===== src/rtl/dmem_pkg.sv =====
// Shared types and default widths for the data-memory arbiter.
package dmem_pkg;

    localparam int DMEM_AW = 32;
    localparam int DMEM_DW = 32;

    // Which requester owns the read data returning next cycle.
    typedef enum logic [1:0] {
        OWN_NONE,
        OWN_CORE,
        OWN_AUX
    } owner_t;

endpackage


===== src/rtl/dmem_arb_wait_ctr.sv =====
// Saturating aux wait counter: counts consecutive denied aux cycles and
// flags when the aux port has waited MAX_WAIT cycles.
module dmem_arb_wait_ctr #(
    parameter int MAX_WAIT = 4
) (
    input  logic clk,
    input  logic reset,
    input  logic clr,
    input  logic inc,
    output logic expired
);

    localparam logic [3:0] MAX_W = 4'(MAX_WAIT);

    logic [3:0] cnt_q;
    logic [3:0] cnt_d;

    always_comb begin
        cnt_d = cnt_q;
        if (clr) begin
            cnt_d = 4'd0;
        end else if (inc && (cnt_q != 4'hF)) begin
            cnt_d = cnt_q + 4'd1;
        end
    end

    always_ff @(posedge clk or posedge reset) begin
        if (reset) begin
            cnt_q <= 4'd0;
        end else begin
            cnt_q <= cnt_d;
        end
    end

    assign expired = (cnt_q >= MAX_W);

endmodule


===== src/rtl/dmem_arbiter.sv =====
// Two-requester arbiter for the core's single-port synchronous data memory.
// Optional DMEM_ARB_STATS_EN adds stall_cycles / aux_grants counters.
module dmem_arbiter
    import dmem_pkg::*;
#(
    parameter int AW       = DMEM_AW,
    parameter int DW       = DMEM_DW,
    parameter int MAX_WAIT = 4
) (
    input  logic          clk,
    input  logic          reset,
    input  logic          core_req,
    input  logic          core_we,
    input  logic [AW-1:0] core_addr,
    input  logic [DW-1:0] core_wdata,
    output logic          core_stall,
    output logic          core_rvalid,
    output logic [DW-1:0] core_rdata,
    input  logic          aux_req,
    input  logic          aux_we,
    input  logic [AW-1:0] aux_addr,
    input  logic [DW-1:0] aux_wdata,
    output logic          aux_gnt,
    output logic          aux_rvalid,
    output logic [DW-1:0] aux_rdata,
    output logic          mem_en,
    output logic          mem_we,
    output logic [AW-1:0] mem_addr,
    output logic [DW-1:0] mem_wdata,
    input  logic [DW-1:0] mem_rdata
`ifdef DMEM_ARB_STATS_EN
    ,
    output logic [31:0]   stall_cycles,
    output logic [31:0]   aux_grants
`endif
);

    logic   core_win;
    logic   aux_win;
    logic   wait_expired;
    owner_t rd_owner_q;
    owner_t rd_owner_d;

    dmem_arb_wait_ctr #(
        .MAX_WAIT (MAX_WAIT)
    ) u_wait_ctr (
        .clk     (clk),
        .reset   (reset),
        .clr     (aux_win || !aux_req),
        .inc     (aux_req && !aux_win),
        .expired (wait_expired)
    );

    always_comb begin
        core_win   = 1'b0;
        aux_win    = 1'b0;
        mem_en     = 1'b0;
        mem_we     = 1'b0;
        mem_addr   = '0;
        mem_wdata  = '0;
        rd_owner_d = OWN_NONE;

        // A starved aux port overrides the core's default priority.
        if (aux_req && wait_expired) begin
            aux_win = 1'b1;
        end else if (core_req) begin
            core_win = 1'b1;
        end else if (aux_req) begin
            aux_win = 1'b1;
        end

        if (core_win) begin
            mem_en    = 1'b1;
            mem_we    = core_we;
            mem_addr  = core_addr;
            mem_wdata = core_wdata;
            if (!core_we) begin
                rd_owner_d = OWN_CORE;
            end
        end else if (aux_win) begin
            mem_en    = 1'b1;
            mem_we    = aux_we;
            mem_addr  = aux_addr;
            mem_wdata = aux_wdata;
            if (!aux_we) begin
                rd_owner_d = OWN_AUX;
            end
        end
    end

    always_ff @(posedge clk or posedge reset) begin
        if (reset) begin
            rd_owner_q <= OWN_NONE;
        end else begin
            rd_owner_q <= rd_owner_d;
        end
    end

    assign core_stall  = core_req && aux_win;
    assign aux_gnt     = aux_win;

    // rvalid decodes the registered owner so reset drops it without an edge.
    assign core_rvalid = (rd_owner_q == OWN_CORE);
    assign aux_rvalid  = (rd_owner_q == OWN_AUX);
    assign core_rdata  = core_rvalid ? mem_rdata : '0;
    assign aux_rdata   = aux_rvalid ? mem_rdata : '0;

`ifdef DMEM_ARB_STATS_EN
    logic [31:0] stall_cycles_q;
    logic [31:0] stall_cycles_d;
    logic [31:0] aux_grants_q;
    logic [31:0] aux_grants_d;

    always_comb begin
        stall_cycles_d = stall_cycles_q + 32'(core_stall);
        aux_grants_d   = aux_grants_q + 32'(aux_win);
    end

    always_ff @(posedge clk or posedge reset) begin
        if (reset) begin
            stall_cycles_q <= 32'd0;
            aux_grants_q   <= 32'd0;
        end else begin
            stall_cycles_q <= stall_cycles_d;
            aux_grants_q   <= aux_grants_d;
        end
    end

    assign stall_cycles = stall_cycles_q;
    assign aux_grants   = aux_grants_q;
`endif

endmodule


===== config.mk =====
export PLATFORM = sky130hd
export DESIGN_NAME = dmem_arbiter
export DESIGN_NICKNAME = d
export VERILOG_FILES = /design/src/rtl/dmem_pkg.sv /design/src/rtl/dmem_arb_wait_ctr.sv /design/src/rtl/dmem_arbiter.sv
export SDC_FILE = /design/constraint.sdc
export NUM_CORES = 1
export LEC_CHECK = 0
export CORE_AREA = 2 2 116 118
export CTS_BUF_LIST = sky130_fd_sc_hd__clkbuf_8
export CTS_CLUSTER_SIZE = 10
export DETAILED_ROUTE_END_ITERATION = 16
export DIE_AREA = 0 0 118 120
export HOLD_SLACK_MARGIN = 0.12
export SLEW_MARGIN = 20
export SYNTH_ARGS = -nofsm -noshare
export SYNTH_HDL_FRONTEND = slang
export SYNTH_SLANG_ARGS = --single-unit

===== constraint.sdc =====
create_clock -name clk -period 1.58 [get_ports clk]
set_clock_uncertainty 0.05 [all_clocks]
set_input_delay 0.237 -clock clk [delete_from_list [all_inputs] [get_ports clk]]
set_output_delay 0.237 -clock clk [all_outputs]
set_load 0.005 [all_outputs]

==> metrics.txt <==
clock root buffer clkbuf_8; number of global-route vias before repair 3670; Residual DRC 0; Area contributors post-synth nand2_1, o22ai_1, and2_1; Hold-fix buffers, CTS 0; post-synth top area cell nand2_1; sequential cell area 151.4 µm²; Static Leak 0.002970 µW; largest net degree at the start of global routing 34; Hold/Removal Path Class in2async; clk buf depth 2; FF-to-FF End rd_owner_q[0]; DRT Pass-1 Iters 4; violated checks setup timing; Net Count, Synth 485; row cnt 42; Post-Syn Instances 318; hold_ws 216.1 ps; Yosys top cell area share 0.2854; sequential share of the synthesized area 0.08715; post-DP HPWL 8836 µm; later-pin clock latency in the skew report 220 ps; FMAX 529.3 MHz; DIE AREA 14160 µm²; max-slew violation count 0; TritonCTS clock tree yes; number of clock sinks 6; Num CTS Buffers 3; RSZ-0062 raised after global routing yes; Routed WL per cell 18.36 µm; grt ovf 0; CP max FO 7; I/O Pins 300; final worst slack -309.3 ps; PD cells 330.5 nW/µm²; Seq cells post-synth 6; routed vias 3821; post-layout minimum cycle time 1889 ps; worst r2r src u_wait_ctr.cnt_q[3]; initial antenna violation count 0; CTS H-tree depth 1; final hold viol count 0; Cell Area, Synth 1723 µm²; Layout Area Growth over Synthesis 270.2%; initial core utilization 0.1327; Ant. Diodes 0; synthesized area per cell 5.418 µm²; first-pass GRT wire length 19460 µm; most frequent cell after synthesis nand2_1; Crit Path Class reg2out; Fill cells 1209; die width 118 µm; post-layout util 0.4914; share of cells above drive strength 1 0.4993; Async S/R FF share, synth 1.000; Critical Path RT 1290 ps; vias per cell 4.490; post-route antenna net violation count 0; top cells by count, synth nand2_1, o22ai_1, and2_1; Max Cap Violations 0; r2r setup slk 30 ps; Reg2Reg Depth 7; CP Launch Type flip-flop; VDD IR max 0.0002003 V; Setup-failing EPs final 126; core area 12980 µm²; Post-synth EDFFs 0; global placement routability congestion 0.8524; Main synth FF type dfrtp_1; port buffer count 299; outcome finished, violations left; warnings from Yosys 0; die height 120 µm; area of the multi-input gates 2016 µm²; Final #Nets 844; Worst-path clk slew 40 ps; Synth cell types 18; Critical Path Sink Type output port; GR Util All Layers 0.1748; Worst Path Arrival 1600 ps; drt total wl 15630 µm; post-place setup slack -410.6 ps; Final Cycle Share 1.196; DR iter-0 viols 141
## where the power goes
part           leakage, µW  internal (µW)  switching, µW
Sequential       0.0000784            160           5.13
Clock            0.0000216            163           61.8
Combinational      0.00287           1080            633
Total              0.00297           1410            700
## flip-flops by register name (all words and copies together) (netlist names)
signal and flops:
u_wait_ctr.cnt_q 4, rd_owner_q 2
## worst max path at each step
| stage | start | end | slack [ps] | cells after the start |
|---|---|---|---|---|
| 6_report | u_wait_ctr.cnt_q[2] | mem_wdata[30] | -310 | 7 |
| 5_1_grt | u_wait_ctr.cnt_q[2] | mem_addr[4] | -360 | 7 |
| 4_1_cts | rd_owner_q[1] | aux_rdata[24] | -340 | 4 |
| 3_5_place_dp | u_wait_ctr.cnt_q[2] | mem_wdata[28] | -410 | 4 |
| 3_3_place_gp | u_wait_ctr.cnt_q[2] | mem_wdata[28] | -390 | 4 |
| 2_1_floorplan | u_wait_ctr.cnt_q[2] | mem_addr[0] | 250 | 4 |
## worst max-delay path, stage by stage (launching register included)
cell,delay [ps]
dfrtp_1,420
nor3b_4,230
buf_6,160
buf_12,110
buf_12,110
buf_16,130
o22ai_2,70
buf_2,150
## cells in the final DEF, fill, tap and decap left out, types with 4 or more instances in the layout
master           instances
clkbuf_16                8
dfrtp_1                  5
and2_1                  26
clkdlybuf4s50_1        163
buf_16                   6
buf_12                  15
o22ai_2                 51
o22ai_4                 11
buf_6                   72
clkbuf_2                10
buf_4                   21
and2_4                  38
buf_2                   86
bufbuf_16                4
nand2_1                131
## routing by layer
metal / up-vias / share of wire / track usage
met4: 0 / 0.023 / 0.06024
met2: 235 / 0.55 / 0.3488
met3: 23 / 0.064 / 0.03755
li1: 1782 / - / -
met1: 1781 / 0.37 / 0.1776
met5: - / 0 / 0
## per-stage QoR
stage                     area, µm²  TNS (ps)  power, µW  cells
final                          6379    -24160       2108    851
after global routing           6379    -30110       2218    851
after CTS                      5534    -29110       1819    807
after detailed placement       4986    -20100       1446    775
after global placement         4986    -19210       1438    775
after floorplan                1723         0      524.4    318
## cell type report
class | instances | share of cell area
inverter | 1 | 0.0005885
sequential | 6 | 0.02373
multi-input combinational | 275 | 0.3160
clock buffer | 3 | 0.006473
timing repair buffer | 390 | 0.6187
tap | 176 | 0.03452
## timing repair
item / 4_1_cts / 5_1_grt
setup buffers: 19 / 36
gates resized for setup: 349 / 328
pin swaps: 29 / 48
cloned: 12 / 12
setup endpoints to repair: 134 / 133
## kinds of logic (layout without fill, tap and decap cells)
logic type,after synthesis,in the layout,synth area share
simple gates,207,207,0.5665
compound gates,66,66,0.2404
buf+inv,37,394,0.09659
flops,6,6,0.08714
fa+ha+maj,1,1,0.007261
other cells,1,1,0.002177
No activity file was read; power rests on OpenSTA's default activity.
